$ cat src/rtl/maxpool_seq_ctrl.sv
// Sequential max-pool controller: walks every pooling window, reads one pixel per cycle and
// streams each window maximum. Define MAXPOOL_SIGNED_EN for two's-complement pixel compares.
module maxpool_seq_ctrl #(
  parameter int unsigned DATA_WIDTH = 8,
  parameter int unsigned IN_HEIGHT  = 28,
  parameter int unsigned IN_WIDTH   = 28,
  parameter int unsigned CHANNELS   = 1,
  parameter int unsigned POOL_SIZE  = 2,
  parameter int unsigned STRIDE     = 2,
  parameter int unsigned ADDR_WIDTH = 16
) (
  input  logic                  clk,
  input  logic                  rst,
  input  logic                  start,
  output logic                  busy,
  output logic                  done,
  output logic                  rd_en,
  output logic [ADDR_WIDTH-1:0] rd_addr,
  input  logic [DATA_WIDTH-1:0] rd_data,
  output logic                  out_valid,
  input  logic                  out_ready,
  output logic [DATA_WIDTH-1:0] out_data,
  output logic [ADDR_WIDTH-1:0] out_addr
);

  localparam logic [ADDR_WIDTH-1:0] InH    = ADDR_WIDTH'(IN_HEIGHT);
  localparam logic [ADDR_WIDTH-1:0] InW    = ADDR_WIDTH'(IN_WIDTH);
  localparam logic [ADDR_WIDTH-1:0] Ch     = ADDR_WIDTH'(CHANNELS);
  localparam logic [ADDR_WIDTH-1:0] Pool   = ADDR_WIDTH'(POOL_SIZE);
  localparam logic [ADDR_WIDTH-1:0] Stride = ADDR_WIDTH'(STRIDE);
  localparam logic [ADDR_WIDTH-1:0] OutH   = ADDR_WIDTH'(IN_HEIGHT / STRIDE);
  localparam logic [ADDR_WIDTH-1:0] OutW   = ADDR_WIDTH'(IN_WIDTH / STRIDE);
  localparam logic [ADDR_WIDTH-1:0] AOne   = ADDR_WIDTH'(1);

  typedef enum logic [2:0] {StIdle, StRead, StWait, StEmit, StDone} state_e;

  state_e state_q, state_d;
  logic [ADDR_WIDTH-1:0] c_q, oh_q, ow_q, i_q, j_q;
  logic [DATA_WIDTH-1:0] max_q;
  logic                  pend_q, first_q;

  logic [ADDR_WIDTH-1:0] row_base, col_base, rows_n, cols_n, elem_addr, win_addr;
  logic                  last_col, last_elem, last_ow, last_oh, last_c, last_win, greater;

  // Out-of-range rows/columns are clipped from the window extent, so skipped elements cost
  // no cycles.
  always_comb begin
    row_base  = oh_q * Stride;
    col_base  = ow_q * Stride;
    rows_n    = (row_base + Pool > InH) ? InH - row_base : Pool;
    cols_n    = (col_base + Pool > InW) ? InW - col_base : Pool;
    last_col  = (j_q == cols_n - AOne);
    last_elem = last_col && (i_q == rows_n - AOne);
    last_ow   = (ow_q == OutW - AOne);
    last_oh   = (oh_q == OutH - AOne);
    last_c    = (c_q == Ch - AOne);
    last_win  = last_ow && last_oh && last_c;
    elem_addr = c_q * InH * InW + (row_base + i_q) * InW + col_base + j_q;
    win_addr  = c_q * OutH * OutW + oh_q * OutW + ow_q;
  end

`ifdef MAXPOOL_SIGNED_EN
  assign greater = $signed(rd_data) > $signed(max_q);
`else
  assign greater = rd_data > max_q;
`endif

  always_comb begin
    state_d   = state_q;
    busy      = 1'b0;
    done      = 1'b0;
    rd_en     = 1'b0;
    rd_addr   = '0;
    out_valid = 1'b0;
    out_data  = '0;
    out_addr  = '0;
    unique case (state_q)
      StIdle: if (start) state_d = StRead;
      StRead: begin
        busy    = 1'b1;
        rd_en   = 1'b1;
        rd_addr = elem_addr;
        if (last_elem) state_d = StWait;
      end
      StWait: begin
        busy    = 1'b1;
        state_d = StEmit;
      end
      StEmit: begin
        busy      = 1'b1;
        out_valid = 1'b1;
        out_data  = max_q;
        out_addr  = win_addr;
        if (out_ready) state_d = last_win ? StDone : StRead;
      end
      StDone: begin
        done    = 1'b1;
        state_d = StIdle;
      end
      default: state_d = StIdle;
    endcase
  end

  always_ff @(posedge clk or posedge rst) begin
    if (rst) begin
      state_q <= StIdle;
      c_q     <= '0;
      oh_q    <= '0;
      ow_q    <= '0;
      i_q     <= '0;
      j_q     <= '0;
    end else begin
      state_q <= state_d;
      unique case (state_q)
        StIdle: begin
          if (start) begin
            c_q  <= '0;
            oh_q <= '0;
            ow_q <= '0;
            i_q  <= '0;
            j_q  <= '0;
          end
        end
        StRead: begin
          if (!last_elem) begin
            if (last_col) begin
              j_q <= '0;
              i_q <= i_q + AOne;
            end else begin
              j_q <= j_q + AOne;
            end
          end
        end
        StEmit: begin
          if (out_ready) begin
            i_q <= '0;
            j_q <= '0;
            if (last_win) begin
              c_q  <= '0;
              oh_q <= '0;
              ow_q <= '0;
            end else if (last_ow) begin
              ow_q <= '0;
              if (last_oh) begin
                oh_q <= '0;
                c_q  <= c_q + AOne;
              end else begin
                oh_q <= oh_q + AOne;
              end
            end else begin
              ow_q <= ow_q + AOne;
            end
          end
        end
        default: ;
      endcase
    end
  end

  // Read data lags rd_en by one cycle; first_q marks the window's first returned element.
  always_ff @(posedge clk or posedge rst) begin
    if (rst) begin
      pend_q  <= 1'b0;
      first_q <= 1'b0;
      max_q   <= '0;
    end else begin
      pend_q  <= (state_q == StRead);
      first_q <= (state_q == StRead) && (i_q == '0) && (j_q == '0);
      if (first_q) begin
        max_q <= rd_data;
      end else if (pend_q && greater) begin
        max_q <= rd_data;
      end
    end
  end

endmodule

$ cat config.mk
export PLATFORM = sky130hd
export DESIGN_NAME = maxpool_seq_ctrl
export DESIGN_NICKNAME = d
export VERILOG_FILES = /design/src/rtl/maxpool_seq_ctrl.sv
export SDC_FILE = /design/constraint.sdc
export NUM_CORES = 1
export LEC_CHECK = 0
export CELL_PAD_IN_SITES_DETAIL_PLACEMENT = 1
export CELL_PAD_IN_SITES_GLOBAL_PLACEMENT = 1
export CORE_AREA = 4 4 168 170
export CTS_BUF_LIST = sky130_fd_sc_hd__clkbuf_4
export CTS_CLUSTER_DIAMETER = 30
export DETAILED_ROUTE_END_ITERATION = 10
export DIE_AREA = 0 0 172 174
export PLACE_DENSITY = 0.9
export SLEW_MARGIN = 20
export SYNTH_ARGS = -nofsm -noshare
export SYNTH_HDL_FRONTEND = slang
export SYNTH_SLANG_ARGS = --single-unit
$ cat constraint.sdc
create_clock -name clk -period 20.6 [get_ports clk]
set_input_delay 3.09 -clock clk [delete_from_list [all_inputs] [get_ports clk]]
set_output_delay 3.09 -clock clk [all_outputs]
set_load 0.05 [all_outputs]
==> results by group, run 1 <==
Synthesis
  • Area leader, netlist: dfrtp_1
  • Syn Area/Cell: 8.077 um^2
  • Seq/Total Area, Yosys: 16.60%
  • Synthesized Nets: about 2000
  • Post-synth cell types: just over 80
  • Mapped Area: 14020 um^2
  • Synth warn: 0
  • Most used DFF post-synth: dfrtp_1
  • Async SR Flop Fraction: 100.0%
  • Number of synthesized flops with an enable pin: 0
  • Largest cells by area after synthesis: dfrtp_1 17%, ha_1 14%, fa_1 12%, xnor2_1 7.9%, inv_1 5.4%
  • Mapped Cells: 1736
  • #FFs+latches synth: 93
  • Yosys top cell area share: ~17%

Global route
  • Tot GR Track Use: 31.22%
  • Grt ovf: 0
  • Initial antenna violation count: 1
  • Number of global-route vias before repair: 14134
  • Largest net degree at the start of global routing: 52
  • First-pass GRT wire length: 75390 um

Clock tree
  • Post-CTS setup buffer count: 0
  • Post-CTS Resized: 0
  • Total CTS buffers: 9
  • CTS Hold Buffers Added: 0
  • Clk pin slew, worst setup/hold paths: 200 ps
  • Clock tree sinks: 93
  • Worst-skew pair later-pin latency: 520 ps
  • CTS tree: built
  • CTS Root Cell: clkbuf_4
  • Clock H-tree levels: 3
  • Clk buf depth: 2

Routing
  • DRC errors left: 0
  • Final wirelength: 46610 um
  • Via count: about 13000
  • Drt first pass iters: 5
  • First DRT Iteration DRCs: 924
  • Vias per std cell: 6.377
  • WL/cell: 22.41 um
  • Antenna viol nets, final: 0

Power
  • Clock power frac: 11.6%
  • Seq pwr share: 21.9%
  • Cell Pwr Density: 73.52 nW/um^2
  • Switching share of total power: a little over half
  • Int Pwr: between 0.4 and 0.5 mW
  • Static leakage: 7.025 nW
  • Switch Pwr: 0.6028 mW
  • Gate power share: 66.5%
  • Worst VDD drop: 0.07709 mV

Die
  • Die Y: about 170 um
  • I/O Pins: 56
  • Core area: 26730 um^2
  • Row count: 60
  • Die width: about 170 um
  • Initial Util: 52.46%
  • Die ar.: 29930 um^2

Critical path
  • Max Fanout on Critical Path: 10
  • Arr. time, crit path: 8340 ps
  • Reg2reg end: i_q[13]$_DFFE_PP0P_
  • CP endpoint kind: output pin
  • Reg-to-Reg Start: ow_q[1]$_DFFE_PP0P_
  • Required @ worst endpoint: 17510 ps
  • Crit path from: c_q[2]$_DFFE_PP0P_
  • Critical path type: flip-flop to output pin
  • Crit path launch type: flip-flop
  • Critical path's slowest cell: clkdlybuf4s50_1
  • Worst Reg-to-Reg Cells: 19
  • Max stage delay on crit path: 820 ps
  • Register-to-register setup slack: around 12000 ps

Job
  • Max-Cap Viols: 0

STA
  • Setup violations, final: 0
  • Setup_tns: 0 ps
  • Slew @ Worst Pin: 1148 ps
  • Worst hold slack: about 530 ps
  • Hold Violations, Final: 0
  • Period utilization: between 50% and 60%
  • RSZ-0062 raised after global routing: no
  • Minimum clock period: 11430 ps
  • Max-slew violations: 0
  • Slew HR: 23.44%
  • Setup WS post-layout: 9173 ps
  • Clock Skew: 37.43 ps
  • Peak Freq: 87.51 MHz

Place
  • Post-detail-place hpwl: 36980 um
  • Dpl ws: 9810 ps
  • DP Area: 14770 um^2
  • RePlAce Congestion: 0.9352
  • I/O Buffers: 55

Worst hold path
  • HP Class: flip-flop to flip-flop
  • Min-delay src: max_q[1]$_DFFE_PP0P_
  • Hold Crit Depth: 1
  • Hold path endpoint: max_q[1]$_DFFE_PP0P_

Finish
  • Layout cells sized above 1: 3.393%
  • Final instance area: ~15000 um^2
  • Final nets: 1986
  • Area delta synth->final: 6.523%
  • Filler cells: 3288
  • N_diodes: 0

Status
  • Outcome: completed
-- synth_stat cells (21+ instances only) --
library cell and count:
clkbuf_1 66, a21oi_1 95, o21bai_1 29, nor3_1 26
nor4_1 22, fa_1 82, inv_1 200, nand4_1 28
ha_1 157, nand3_1 50, nand2_1 121, xnor2_1 127
o21ai_0 126, a21o_1 21, xor2_1 35, dfrtp_1 93
and3_1 28, nor2_1 131
-- power groups by stage --
stage                     registers [mW]  clock network, mW  logic (mW)
after floorplan                    0.226                  0       0.499
after global placement             0.241                  0       0.688
after detailed placement           0.243                  0       0.724
after CTS                          0.239              0.130       0.729
after global routing               0.244              0.135       0.799
final                              0.240              0.128       0.730
-- cell usage in the layout, fill, tap and decap left out, types with 12 or more instances in the layout --
cell type	Yosys	final
a211oi_1	12	12
a21o_1	21	21
a21oi_1	95	95
a31oi_1	12	12
and2_1	18	18
and3_1	28	28
clkdlybuf4s50_1	0	55
dfrtp_1	93	93
fa_1	82	82
ha_1	157	157
inv_1	200	199
mux2_2	12	12
nand2_1	121	121
nand2b_1	17	17
nand3_1	50	50
nand4_1	28	28
nor2_1	131	131
nor2b_1	15	15
nor3_1	26	26
nor4_1	22	21
o211ai_1	12	12
o21ai_0	126	126
o21bai_1	29	29
o31ai_1	17	17
or3_1	12	12
xnor2_1	127	127
xor2_1	35	35
-- worst max path at each step --
stage             endpoint  slack [ps]
5_1_grt        rd_addr[15]        8770
6_report       rd_addr[15]        9170
3_3_place_gp   rd_addr[15]       10140
2_1_floorplan  rd_addr[15]       10830
3_5_place_dp   rd_addr[15]        9810
4_1_cts        rd_addr[15]        9140
-- cells by family (layout without fill, tap and decap cells) --
kind of cell / Yosys count / after routing / synth area share (%)
adders and majority gates: 239 / 239 / 25.72
and+or+nand+nor: 520 / 520 / 18.85
xor gates and xnor gates: 163 / 163 / 10.28
muxes: 22 / 22 / 1.678
AOI/OAI and AO/OA: 420 / 420 / 19.28
DFF: 93 / 93 / 16.60
buffers and inverters: 279 / 282 / 7.603
-- worst max-delay path, delay by kind of cell (launching register included) --
family	cells	cell delay, ps
adders and majority gates	8	3250
and+or+nand+nor	3	490
xor gates and xnor gates	4	1160
buffers and inverters	3	930
DFF	1	640
AOI/OAI and AO/OA	7	1360
-- per-layer routing --
metal  share of wire, %  up-vias  global-route usage (%)
li1                   -     6029                       -
met1                 40     6684                   38.97
met2                 50      413                   53.03
met3                5.2      136                   4.435
met4                5.1        2                   14.35
met5              0.030        -                       0
-- cell type report --
| type | instances | area [um^2] | share of cell area, % |
|---|---|---|---|
| Multi-Input combinational cell | 1364 | 10630 | 71.20 |
| Sequential cell | 93 | 2327 | 15.58 |
| Inverter | 202 | 760.7 | 5.093 |
| Timing Repair Buffer | 65 | 625.6 | 4.189 |
| Tap cell | 341 | 426.7 | 2.857 |
| Clock inverter | 6 | 93.84 | 0.6283 |
| Clock buffer | 9 | 67.56 | 0.4524 |
-- registers in the layout, summed over array words and instances, names as in the netlist --
register and flops:
first_q 1, oh_q 16, state_q 3, c_q 16
j_q 16, pend_q 1, ow_q 16, max_q 8
i_q 16
-- metrics by stage --
stage	util, %	instances	power, mW
finish	55.88	2080	1.098
detailed placement	55.26	2065	0.9664
global route	55.88	2080	1.178
floorplan	-	1736	0.7257
CTS	55.86	2080	1.099
global placement	55.26	2065	0.9294
Power figures use the tool's default switching activity.
==> run 2: changes to the inputs <==
CORE_AREA = 4 4 175 177   (was 4 4 168 170)
DIE_AREA = 0 0 179 181   (was 0 0 172 174)
PLACE_DENSITY = 0.84   (was 0.9)
clock period = 11.4 ns   (was 20.6 ns; I/O delays follow)
==> run 2 against run 1 <==
Against the previous run:
- sequential share of layout area about the same
- wire length down 2.6%
- cell area up 0.13%
- hold slack better by 6.1 ps
- clock-buffer cell count unchanged
- register-to-register slack worse by 8800 ps
- via count down 1.7%
- clock power up 56%
- sequential power up 85%
- critical endpoint unchanged
==> results by group, run 2 (synthesized netlist as in run 1, its figures left out) <==
Status
  • Outcome: completed

STA
  • Slew @ Worst Pin: 1049 ps (-98.93 ps)
  • Peak Freq: 100.8 MHz
  • Max-slew violations: 0 (unchanged)
  • RSZ-0062 raised after global routing: no
  • Clock Skew: 30.14 ps (-7.287 ps)
  • Setup_tns: 0 ps (unchanged)
  • Minimum clock period: about 9900 ps
  • Period utilization: 87.00%
  • Hold Violations, Final: 0 (unchanged)
  • Slew HR: 29.39% (+6.0 points)
  • Setup WS post-layout: 1483 ps (-7690 ps)
  • Worst hold slack: 537.9 ps (+6.126 ps)
  • Setup violations, final: 0 (unchanged)

Finish
  • Layout cells sized above 1: 3.282% (-0.11 points)
  • Final nets: 1983 (-0.15%)
  • Filler cells: 3628 (+10%)
  • Most common cell after layout, fill and taps aside: inv_1
  • Area delta synth->final: 6.657%
  • Commonest cells after routing, fill and taps aside: 199 x inv_1, 157 x ha_1, 131 x nor2_1

Clock tree
  • Clock H-tree levels: 3 (unchanged)
  • Post-CTS setup buffer count: 0 (unchanged)
  • CTS tree: built
  • Clk pin slew, worst setup/hold paths: 190 ps (about the same)
  • CTS Root Cell: clkbuf_4
  • Clk buf depth: 2 (unchanged)
  • CTS Hold Buffers Added: 0 (unchanged)
  • Worst-skew pair later-pin latency: 560 ps (+40 ps)
  • Post-CTS Resized: 0 (unchanged)
  • Total CTS buffers: 9 (unchanged)
  • Clock tree sinks: 93 (unchanged)

Job
  • Max-Cap Viols: 0 (unchanged)

Critical path
  • Max Fanout on Critical Path: 10 (unchanged)
  • Required @ worst endpoint: 9690 ps (-7820 ps)
  • CP endpoint kind: output pin
  • Crit path launch type: flip-flop
  • Buf/Inv on CP: 4 (+1)
  • Critical path's slowest cell: clkdlybuf4s50_1
  • Arr. time, crit path: 8210 ps (-130 ps)
  • Delay-heaviest family, CP: adder cells
  • Max stage delay on crit path: 820 ps (about the same)
  • Critical path type: flip-flop to output pin

Global route
  • Number of global-route vias before repair: 13516 (-4.4%)
  • First-pass GRT wire length: 73340 um (-2.7%)
  • Tot GR Track Use: 28.31% (-2.9 points)
  • Grt ovf: 0 (unchanged)
  • Initial antenna violation count: 2 (+1)
  • Largest net degree at the start of global routing: 52 (unchanged)

Power
  • Cell Pwr Density: 129.6 nW/um^2 (+76%)
  • Worst VDD drop: 0.09136 mV (+19%)
  • Static leakage: 6.999 nW (-0.37%)

Routing
  • WL/cell: 21.32 um (-4.8%)
  • First DRT Iteration DRCs: 744 (-19%)
  • Met3 wire length: 1927 um (-21%)
  • M1 WL: 19100 um (+2.3%)
  • Top Metal Used: met4
  • Drt first pass iters: 5 (unchanged)
  • Vias per std cell: 6.127 (-3.9%)
  • Wire length on met2: 22200 um (-3.9%)
  • DRC errors left: 0 (unchanged)
  • Final wirelength: 45400 um (-2.6%)
  • Antenna viol nets, final: 0 (unchanged)
  • Via count: 13044 (-1.7%)

Die
  • Row count: 63 (+5.0%)
  • Core area: 29240 um^2 (+9.4%)
  • Die ar.: 32400 um^2 (+8.3%)
  • Die Y: 181 um (+4.0%)
  • I/O Pins: 56 (unchanged)
  • Die width: 179 um (+4.1%)
  • Initial Util: 47.94% (-4.5 points)

Place
  • I/O Buffers: 55 (unchanged)
  • RePlAce Congestion: 0.9369 (+0.18%)
  • Dpl ws: 2052 ps (-7758 ps)
  • Post-detail-place hpwl: 36040 um (-2.5%)

Worst hold path
  • HP Class: flip-flop to flip-flop
==> run 2: cell types whose count changed in the layout (fill, tap and decap cells not counted), sizes merged <==
cell and change:
buf -3, bufinv -2, clkinv +2, inv +1, diode +2
==> run 2: metrics by stage <==
stage	area, um^2	std cells	util, %	power [mW]
4_1_cts	14940	2127	51.10	1.940
6_report	14950	2129	51.14	1.938
3_3_place_gp	14810	2111	50.63	1.684
2_1_floorplan	14020	1736	-	1.311
3_5_place_dp	14810	2111	50.63	1.733
5_1_grt	14950	2129	51.14	2.100
==> run 2: worst register-to-register path, stage by stage (launching register included) <==
cell and delay, ps:
dfrtp_1 830, ha_1 590, and4_1 420, and3_1 210
o221ai_1 130, nor4_1 790, nand2_1 470, nand2_1 180
ha_1 560, clkinv_1 460, nor4_1 620, nand4bb_1 240
xnor2_1 230, mux2i_1 100, a221o_1 270, nor4_2 540
nand3b_1 240, nand2_1 710, o21ai_0 260, a21oi_1 190
==> run 2: layout make-up <==
type / count / area [um^2] / share of cell area (%)
Sequential cell: 93 / 2327 / 15.56
Inverter: 202 / 760.7 / 5.087
Clock inverter: 7 / 68.82 / 0.4602
Clock buffer: 9 / 67.56 / 0.4518
Timing Repair Buffer: 62 / 603.1 / 4.033
Tap cell: 390 / 488.0 / 3.263
Antenna cell: 2 / 5.005 / 0.03347
Multi-Input combinational cell: 1364 / 10630 / 71.11
==> run 2: worst paths after layout <==
check / start / end / slack (ps) / depth (start not counted)
min: max_q[6]$_DFFE_PP0P_ / max_q[6]$_DFFE_PP0P_ / 540 / 1
min reg2reg: max_q[6]$_DFFE_PP0P_ / max_q[6]$_DFFE_PP0P_ / 540 / 1
max: c_q[2]$_DFFE_PP0P_ / rd_addr[15] / 1480 / 26
min in group asynchronous: rst / c_q[9]$_DFFE_PP0P_ / 1540 / 2
max in group asynchronous: rst / j_q[14]$_DFFE_PP0P_ / 8660 / 3
max reg2reg: oh_q[0]$_DFFE_PP0P_ / i_q[7]$_DFFE_PP0P_ / 3300 / 19
==> run 2: metal layers <==
layer,vias up,GRT usage [%]
li1,6026,-
met1,6577,35.91
met2,330,47.88
met3,111,4.122
met4,0,11.94
met5,-,0
==> run 2: where the power goes <==
group,internal [mW],total (mW),switching [mW]
clock network,0.0502,0.200,0.150
logic,0.433,1.29,0.861
registers,0.366,0.444,0.0777
